File: src/rtl/hazard_ctrl.sv
// Hazard controller for the three-stage core: stalls, flushes and MDU handshake.
// Control outputs are combinational; state and perf counters update on the rising edge.
module hazard_ctrl #(
    parameter int unsigned RESET_FLUSH_CYCLES = 3
) (
    input  logic        clk,
    input  logic        rst,
    input  logic [4:0]  id_rs1,
    input  logic [4:0]  id_rs2,
    input  logic        id_uses_rs1,
    input  logic        id_uses_rs2,
    input  logic [4:0]  ex_rd,
    input  logic        ex_is_load,
    input  logic        ex_redirect,
    input  logic        ex_mem_req,
    input  logic        mem_ready,
    input  logic        ex_mdu_op,
    input  logic        mdu_done,
    output logic        mdu_start,
    output logic        pc_keep,
    output logic        pipe1_flush,
    output logic        pipe1_keep,
    output logic        pipe2_flush,
    output logic        pipe2_keep,
    output logic        pipe3_flush,
    output logic [1:0]  ctrl_state,
    output logic [31:0] stall_cycles,
    output logic [31:0] flush_events
);

    typedef enum logic [1:0] {
        S_RESET_FLUSH = 2'd0,
        S_RUN         = 2'd1,
        S_MEM_WAIT    = 2'd2,
        S_MDU_WAIT    = 2'd3
    } state_t;

    localparam logic [3:0] RF_INIT = 4'(RESET_FLUSH_CYCLES);

    state_t     state;
    state_t     state_nxt;
    logic [3:0] rf_cnt;
    logic       flush_all;
    logic       freeze;
    logic       tail;
    logic       load_use;
    logic       redirect_taken;

    assign load_use = ex_is_load && (ex_rd != 5'd0) &&
                      ((id_uses_rs1 && (id_rs1 == ex_rd)) ||
                       (id_uses_rs2 && (id_rs2 == ex_rd)));

    // tail = "apply redirect / load-use / idle" (no memory or MDU stall this cycle)
    always_comb begin
        flush_all = 1'b0;
        freeze    = 1'b0;
        tail      = 1'b0;
        mdu_start = 1'b0;
        state_nxt = state;
        if (rst) begin
            flush_all = 1'b1;
            state_nxt = S_RESET_FLUSH;
        end else begin
            unique case (state)
                S_RESET_FLUSH: begin
                    flush_all = 1'b1;
                    if (rf_cnt <= 4'd1) state_nxt = S_RUN;
                end
                S_RUN: begin
                    if (ex_mem_req && !mem_ready) begin
                        freeze    = 1'b1;
                        state_nxt = S_MEM_WAIT;
                    end else if (ex_mdu_op) begin
                        freeze    = 1'b1;
                        mdu_start = 1'b1;
                        state_nxt = S_MDU_WAIT;
                    end else begin
                        tail = 1'b1;
                    end
                end
                S_MEM_WAIT: begin
                    if (!mem_ready) begin
                        freeze = 1'b1;
                    end else begin
                        tail      = 1'b1;
                        state_nxt = S_RUN;
                    end
                end
                S_MDU_WAIT: begin
                    if (!mdu_done) begin
                        freeze = 1'b1;
                    end else begin
                        tail      = 1'b1;
                        state_nxt = S_RUN;
                    end
                end
                default: begin
                    flush_all = 1'b1;
                    state_nxt = S_RESET_FLUSH;
                end
            endcase
        end
    end

    always_comb begin
        redirect_taken = tail && ex_redirect;
        pc_keep     = flush_all || freeze ||
                      (tail && !ex_redirect && load_use);
        pipe1_flush = flush_all || redirect_taken;
        pipe1_keep  = freeze || (tail && !ex_redirect && load_use);
        pipe2_flush = flush_all || (tail && (ex_redirect || load_use));
        pipe2_keep  = freeze;
        pipe3_flush = flush_all || freeze;
    end

    always_ff @(posedge clk) begin
        if (rst) begin
            state        <= S_RESET_FLUSH;
            rf_cnt       <= RF_INIT;
            stall_cycles <= 32'd0;
            flush_events <= 32'd0;
        end else begin
            state <= state_nxt;
            if (state == S_RESET_FLUSH) rf_cnt <= rf_cnt - 4'd1;
            if ((state != S_RESET_FLUSH) && pc_keep &&
                (stall_cycles != 32'hFFFF_FFFF))
                stall_cycles <= stall_cycles + 32'd1;
            if (redirect_taken && (flush_events != 32'hFFFF_FFFF))
                flush_events <= flush_events + 32'd1;
        end
    end

    assign ctrl_state = state;

endmodule

File: config.mk
export PLATFORM = sky130hd
export DESIGN_NAME = hazard_ctrl
export DESIGN_NICKNAME = d
export VERILOG_FILES = /design/src/rtl/hazard_ctrl.sv
export SDC_FILE = /design/constraint.sdc
export NUM_CORES = 1
export LEC_CHECK = 0
export ABC_AREA = 1
export CAP_MARGIN = 20
export CORE_MARGIN = 5
export CORE_UTILIZATION = 31
export DETAILED_ROUTE_END_ITERATION = 8
export GPL_ROUTABILITY_DRIVEN = 0
export PLACE_DENSITY_LB_ADDON = 0.08
export SLEW_MARGIN = 10
export SYNTH_ARGS = -nofsm -noshare
export SYNTH_HDL_FRONTEND = slang
export SYNTH_SLANG_ARGS = --single-unit
File: constraint.sdc
create_clock -name clk -period 2 [get_ports clk]
set_input_delay 0.4 -clock clk [delete_from_list [all_inputs] [get_ports clk]]
set_output_delay 0.4 -clock clk [all_outputs]
set_load 0.1 [all_outputs]
==> results of run 1 <==
-- cells in the final DEF (no fill, tap or decap), types with 2 or more instances in the layout --
master             n
nor3_2             4
nor2_1            99
nand3_1           46
buf_6              3
a21oi_1           42
nand3_4            3
xor2_1            22
dfxtp_2           52
nand4_1           48
clkbuf_8           4
dlygate4sd2_1     19
nand2_4            4
o21ai_0           12
nor2_2             7
nand3_2            5
o21ai_1            2
dfxtp_1           14
inv_1            101
nor2_4             9
clkdlybuf4s50_1    4
xnor2_1           11
clkbuf_16         10
clkinv_2           2
buf_4            104
nor3_1            21
buf_12            15
dfxtp_4            4
inv_2              9
ha_1               3
nand2_2            5
nand2_1          207
-- flip-flops by register name (all words and copies together) (netlist names) --
name / cells
stall_cycles: 32
flush_events: 32
rf_cnt: 4
ctrl_state: 2
-- through the flow --
step	setup TNS [ns]	area, sq um	setup slack [ns]	utilization (%)
floorplan	-6.06	4900	-0.279	-
global placement	-8.43	6160	-0.296	41.0
detailed placement	-10.94	6160	-0.323	41.0
CTS	-0.361	6570	-0.0976	43.7
global route	-0.749	6690	-0.162	44.5
finish	-0.184	6690	-0.0694	44.5
-- Yosys cell counts (4+ instances only) --
master,number
nand2_1,213
inv_1,104
nor2_1,103
dfxtp_1,70
nand3_1,48
nand4_1,48
a21oi_1,44
xor2_1,22
nor3_1,21
o21ai_0,14
nor2_2,11
xnor2_1,11
clkbuf_1,10
buf_4,8
inv_2,8
nand3_2,6
buf_1,4
ha_1,4
nor3_2,4
-- cells by family after synthesis --
kind of cell             share of synthesized area [%]
flip-flops                                        29.8
AO/OA/AOI/OAI                                     6.47
AND/OR/NAND/NOR                                   44.4
XOR/XNOR                                          6.15
adder cells (fa/ha/maj)                           1.07
buffers and inverters                             12.0
-- final cells by class --
class                           count  area (sq um)
Fill cell                        1597          8350
Tap cell                          188           235
Clock inverter                      2          10.0
Sequential cell                    70          1480
Multi-Input combinational cell    560          2890
Clock buffer                       14           305
Inverter                          112           427
Timing Repair Buffer              147          1340
-- metal layers --
metal  track usage (%)  vias up  wire, microns  part of all wire, %
met4              6.35        0            289                  2.0
met1              21.9     2415           7030                   48
met5                 0        -              0                    0
met2              25.7      129           6650                   45
met3              3.69       25            788                  5.3
li1                  -     2702              -                    -
-- power by group through the flow --
stage                     logic [mW]  registers [mW]  clock network (mW)
after global routing            2.18            1.58                1.77
final                           2.03            1.57                1.65
after detailed placement        1.89            1.59                   0
after floorplan                 1.08            1.89                   0
after global placement          1.87            1.59                   0
after CTS                       1.93            1.57                1.71
-- how the worst min path moves through the flow --
stage | slack [ns] | depth (start not counted) | to | from
finish | 0.44 | 4 | ctrl_state[1] | rst
global route | 0.47 | 4 | ctrl_state[1] | rst
CTS | 0.44 | 4 | ctrl_state[1] | rst
detailed placement | 0.46 | 2 | rf_cnt[1] | rf_cnt[1]
global placement | 0.46 | 2 | rf_cnt[1] | rf_cnt[1]
floorplan | 0.44 | 2 | rf_cnt[1] | rf_cnt[1]
-- worst max-delay path: stages (launching register included) --
cell and delay [ns]:
dfxtp_4 0.39, inv_4 0.05, nand3_2 0.06, nand2_2 0.06, inv_2 0.08, nand3_4 0.10
inv_1 0.18, nand3_1 0.15, nand2_4 0.09, buf_12 0.17
-- what timing repair did --
item	4_1_cts	5_1_grt
resized for setup	30	12
setup endpoints to repair	5	24
buffers inserted	10	10
hold buffers	0	0
pin swaps	14	6
==> summary.md, run 1 <==
| Metric | Value |
|---|---|
| Seq cells post-synth | `70` |
| Initial antenna violation count | `0` |
| Max clock buf depth | `2` |
| Die height | `~130 microns` |
| Critical Path Sink Type | `primary output` |
| Final clock skew | `between 0.005 and 0.006 ns` |
| Crit-path max FO | `5` |
| CTS Root Cell | `clkbuf_16` |
| Dpl cells | `around 1100` |
| Count of final hold-check violations | `0` |
| Initial DRC Count | `slightly above 400` |
| Syn. warnings | `0` |
| Netlist cell types | `30` |
| Core Rows | `45` |
| Vias per cell | `just under 5` |
| Worst-path clk slew | `0.05 ns` |
| Share of cells above drive strength 1 | `about 28%` |
| MaxCap Viol Count | `0` |
| Syn Area/Cell | `6.11 sq um` |
| Netlist Area Pre-Place | `between 0.004 and 0.005 sq mm` |
| Die area | `0.0177 sq mm` |
| Critical path origin | `ctrl_state[0]` |
| F_max | `0.483 GHz` |
| First-pass GRT wire length | `between 20 and 25 mm` |
| Ys flop type | `dfxtp_1` |
| Fin crit share | `103%` |
| Sw frac | `around two fifths` |
| Routed Antenna Nets | `0` |
| Total gr overflow | `0` |
| Tot Pwr | `roughly 5.3 mW` |
| # IOs | `98` |
| Largest net degree at the start of global routing | `52` |
| Synth area leader | `dfxtp_1` |
| Vias in the first global route | `~4900` |
| Synth-to-Final Area Change | `42.4%` |
| Core area | `between 0.015 and 0.02 sq mm` |
| Crit path capture | `pipe2_flush` |
| Most area-consuming cells after synthesis | `dfxtp_1, nand2_1, inv_1, nor2_1, nand4_1` |
| R2r setup slk | `0 ns` |
| Number of flops mapped to enable cells by yosys | `0` |
| CP arrival | `1.67 ns` |
| Post-Synthesis Cells | `768` |
| Critical Path RT | `between 1.5 and 2 ns` |
| Failing checks | `negative setup slack` |
| Crit path kind | `flip-flop to primary output` |
| Number of port buffers | `a little under 100` |
| RSZ-0062 raised after global routing | `true` |
| Net Count, Synth | `roughly 800` |
| Synth top area share | `between 20 and 30%` |
| Clk sinks | `70` |
| Setup violations, final | `5` |
| Pwr/cell area | `785 mW/mm^2` |
| Final WL | `about 15 mm` |
| Hpwl dp | `roughly 11 mm` |
| Worst setup margin | `-0.0694 ns` |
| Lkg Pwr | `about 2.8 nW` |
| # diodes | `0` |
| Die X | `~130 microns` |
| Path depth of the worst reg2reg path | `15` |
| Final net count | `between 900 and 1000` |
| Clock power frac | `roughly a third` |
| Pre-antenna DRT Iters | `5` |
| CTS tree | `yes` |
| H-tree depth | `3` |
| Worst skew pair latency | `about 0.34 ns` |
| Switching pwr | `about 2 mW` |
| Max-slew headroom | `58.9%` |
| Reg-to-Reg End | `ctrl_state[0]` |
| Peak supply drop | `a little over 0.0007 V` |
| CP Launch Type | `flip-flop` |
| DR WL/cell | `13.5 microns` |
| Least-Margin Pin Slew | `between 0.6 and 0.7 ns` |
| Vias | `approximately 5300` |
| Async SR Flop Fraction | `0%` |
| Status | `complete, but fails checks` |
| Internal power | `~3.2 mW` |
| Hold_ws | `0.443 ns` |
| Hold Crit Class | `input pin to flip-flop` |
| Clock period minus worst slack | `a little over 2 ns` |
| R2r startpoint | `ctrl_state[0]` |
| Sequential element share of the synthesized area | `29.8%` |
| Sequential share of power | `between 20% and 30%` |
| Fin. max-slew vios | `0` |
| Drt drc | `0` |
| Num CTS Buffers | `9` |
| Gr usage total | `roughly 16%` |
| Logic gate share of total power | `between 30% and 40%` |
| Layout Cells excl Fill | `~1100` |
| Initial Util | `31.2%` |
Power figures use the tool's default switching activity.
==> run 2: changes to the inputs <==
--- a/config.mk
+++ b/config.mk
@@ -9,6 +9,7 @@
 export CAP_MARGIN = 20
 export CORE_MARGIN = 5
 export CORE_UTILIZATION = 31
+export CTS_CLUSTER_DIAMETER = 200
 export DETAILED_ROUTE_END_ITERATION = 8
 export GPL_ROUTABILITY_DRIVEN = 0
 export PLACE_DENSITY_LB_ADDON = 0.08
==> results of run 2 <==
Final layout, timing and power as in run 1 (identical DEF).
==> run 3: changes to the inputs <==
--- a/config.mk
+++ b/config.mk
@@ -13,6 +13,7 @@
 export DETAILED_ROUTE_END_ITERATION = 8
 export GPL_ROUTABILITY_DRIVEN = 0
 export PLACE_DENSITY_LB_ADDON = 0.08
+export RECOVER_POWER = 50
 export SLEW_MARGIN = 10
 export SYNTH_ARGS = -nofsm -noshare
 export SYNTH_HDL_FRONTEND = slang
==> run 3 against run 2 <==
  * The run still ends with negative setup slack left
  * Cell count unchanged
  * Register-to-register slack about the same
  * Critical path depth unchanged
  * Total power down 0.32%
  * Clock-buffer cell count unchanged
  * Worst setup slack worse by 0.0010 ns
  * Final area down 2.9%
  * Non-clock buffer count unchanged
  * Maximum frequency about the same
  * Critical endpoint unchanged
  * Largest cell class unchanged
  * Highest routed layer unchanged
==> summary.md, run 3 (synthesis gave the netlist of run 1 again) <==
| Metric | Value |
|---|---|
| Peak supply drop | `0.000714 V (was 0.000717 V)` |
| Final net count | `929 (unchanged)` |
| Final WL | `14.7 mm (was 14.8 mm)` |
| Worst setup margin | `-0.0704 ns (was -0.0694 ns)` |
| Fin. max-slew vios | `0 (unchanged)` |
| Vias | `5248 (was 5271)` |
| R2r setup slk | `0 ns (about the same)` |
| # IOs | `98 (unchanged)` |
| First-pass GRT wire length | `24.1 mm (unchanged)` |
| Final Cell Area | `0.00649 sq mm (was 0.00669 sq mm)` |
| Drt drc | `0 (unchanged)` |
| CP peak stage delay | `0.39 ns (about the same)` |
| DR WL/cell | `13.4 microns (was 13.5 microns)` |
| Core area | `0.0150 sq mm (unchanged)` |
| Slowest CP cell | `dfxtp_4 (unchanged)` |
| Failing checks | `negative setup slack (unchanged)` |
| RSZ-0062 raised after global routing | `true (unchanged)` |
| Lkg Pwr | `2.78 nW (was 2.84 nW)` |
| CP arrival | `1.67 ns (about the same)` |
| MaxCap Viol Count | `0 (unchanged)` |
| Critical Path Stages | `9 (unchanged)` |
| Total gr overflow | `0 (unchanged)` |
| Hold Crit Class | `input pin to flip-flop (unchanged)` |
| Crit path capture | `pipe2_flush (unchanged)` |
| Status | `complete, but fails checks (unchanged)` |
| Synth-to-Final Area Change | `38.3% (was 42.4%)` |
| CTS tree | `yes (unchanged)` |
| Pre-antenna DRT Iters | `5 (unchanged)` |
| Reg-to-Reg End | `ctrl_state[0] (unchanged)` |
| Share of cells above drive strength 1 | `27.4% (was 27.7%)` |
| Num CTS Buffers | `9 (unchanged)` |
| Vias in the first global route | `4853 (unchanged)` |
| Initial DRC Count | `414 (was 415)` |
| Largest net degree at the start of global routing | `52 (unchanged)` |
| Layout filler cell count | `1623 (was 1597)` |
| Critical path origin | `ctrl_state[0] (unchanged)` |
| Initial Util | `31.2% (unchanged)` |
| Die height | `133 microns (unchanged)` |
| Vias per cell | `4.80 (was 4.82)` |
| DP Worst Slack | `-0.323 ns (unchanged)` |
| Routed Antenna Nets | `0 (unchanged)` |
| Crit-path max FO | `5 (unchanged)` |
| Gr usage total | `16.4% (unchanged)` |
| Max-slew headroom | `33.9% (was 58.9%)` |
| Worst skew pair latency | `0.34 ns (about the same)` |
| R2r startpoint | `ctrl_state[0] (unchanged)` |
| Crit path kind | `flip-flop to primary output (unchanged)` |
| Number of port buffers | `97 (unchanged)` |
| Initial antenna violation count | `0 (unchanged)` |
| Fin util | `43.2% (was 44.5%)` |
| CP Launch Type | `flip-flop (unchanged)` |
| Pwr/cell area | `806 mW/mm^2 (was 785 mW/mm^2)` |
| Setup TNS | `-0.185 ns (was -0.184 ns)` |
| Crit path cell chain | `inv_4 -> nand3_2 -> nand2_2 -> inv_2 -> nand3_4 -> inv_1 -> nand3_1 -> nand2_4 -> buf_12 (unchanged)` |
| Worst-path clk slew | `0.05 ns (about the same)` |
| Hpwl dp | `11.1 mm (unchanged)` |
| F_max | `0.483 GHz (about the same)` |
| Final clock skew | `0.00612 ns (was 0.00562 ns)` |
| Top delay family on crit path | `buffers and inverters (unchanged)` |
| Critical Path RT | `1.60 ns (about the same)` |
| Critical Path Sink Type | `primary output (unchanged)` |
| Clock period minus worst slack | `2.07 ns (about the same)` |
| Setup violations, final | `5 (unchanged)` |
| Most common cell after layout, fill and taps aside | `nand2_1 (unchanged)` |
| Most frequent cells in the layout | `nand2_1, inv_1, nor2_1 (was nand2_1, buf_4, inv_1)` |
| Die area | `0.0177 sq mm (unchanged)` |
| Placed inst area | `0.00616 sq mm (unchanged)` |
| Max clock buf depth | `2 (unchanged)` |
| # diodes | `0 (unchanged)` |
| Count of final hold-check violations | `0 (unchanged)` |
| Largest registers | `flush_events (32), stall_cycles (32), rf_cnt (4) (unchanged)` |
| Die X | `133 microns (unchanged)` |
| Clk sinks | `70 (unchanged)` |
| Core Rows | `45 (unchanged)` |
| CTS Root Cell | `clkbuf_16 (unchanged)` |
| Least-Margin Pin Slew | `0.990 ns (was 0.617 ns)` |
| Critical path buffers and inverters | `4 (unchanged)` |
| Fin crit share | `104% (was 103%)` |
| Path depth of the worst reg2reg path | `15 (unchanged)` |
| H-tree depth | `3 (unchanged)` |
## run 3: cell count changes in the layout (fill, tap and decap cells not counted), sizes merged
cell | before | now
clkbuf | 14 | 75
buf | 124 | 63
## run 3: power breakdown
group	switching (mW)	internal (mW)
Combinational	1.37	0.647
Clock	0.605	1.05
Sequential	0.0921	1.48
Total	2.06	3.17
## run 3: cell type report
cell class	count	area (sq um)	share of cell area, %
Sequential cell	70	1480	22.8
Multi-Input combinational cell	560	2890	44.4
Tap cell	188	235	3.62
Timing Repair Buffer	147	1150	17.7
Inverter	112	427	6.57
Clock buffer	14	305	4.70
Clock inverter	2	10.0	0.154
## run 3: repair_timing
action / in CTS / in global routing
hold buffers: 0 / 0
pin swaps: 14 / 6
gates resized for setup: 30 / 12
setup buffers: 10 / 10
endpoints found under the setup margin: 5 / 24
## run 3: layer usage
| layer | wire length (microns) | track usage [%] | share of wire [%] |
|---|---|---|---|
| met5 | 0 | 0 | 0 |
| met3 | 679 | 3.69 | 4.6 |
| met4 | 276 | 6.35 | 1.9 |
| met1 | 7090 | 21.9 | 48 |
| met2 | 6650 | 25.7 | 45 |
## run 3: metrics by stage
step | std cells | power [mW] | hold WS (ns)
6_report | 1093 | 5.23 | 0.443
5_1_grt | 1093 | 5.51 | 0.467
4_1_cts | 1085 | 5.20 | 0.443
3_5_place_dp | 1059 | 3.48 | 0.465
3_3_place_gp | 1059 | 3.46 | 0.457
2_1_floorplan | 768 | 2.96 | 0.443
## run 3: worst reg2reg max path, stage by stage, from the launching register on
cell and delay (ns):
dfxtp_4 0.39, inv_4 0.05, nand3_2 0.06, nand2_2 0.06
buf_4 0.13, buf_6 0.10, buf_4 0.12, buf_4 0.12
buf_4 0.12, buf_4 0.12, buf_4 0.12, buf_4 0.12
buf_4 0.12, a21oi_2 0.10, o21ai_1 0.08, a31oi_1 0.12
## run 3: how the worst min path moves through the flow
stage / from / end / slack, ns / cells after the start
final: rst / ctrl_state[1] / 0.44 / 4
after global routing: rst / ctrl_state[1] / 0.47 / 4
after CTS: rst / ctrl_state[1] / 0.44 / 4
after detailed placement: rf_cnt[1] / rf_cnt[1] / 0.46 / 2
after global placement: rf_cnt[1] / rf_cnt[1] / 0.46 / 2
after floorplan: rf_cnt[1] / rf_cnt[1] / 0.44 / 2
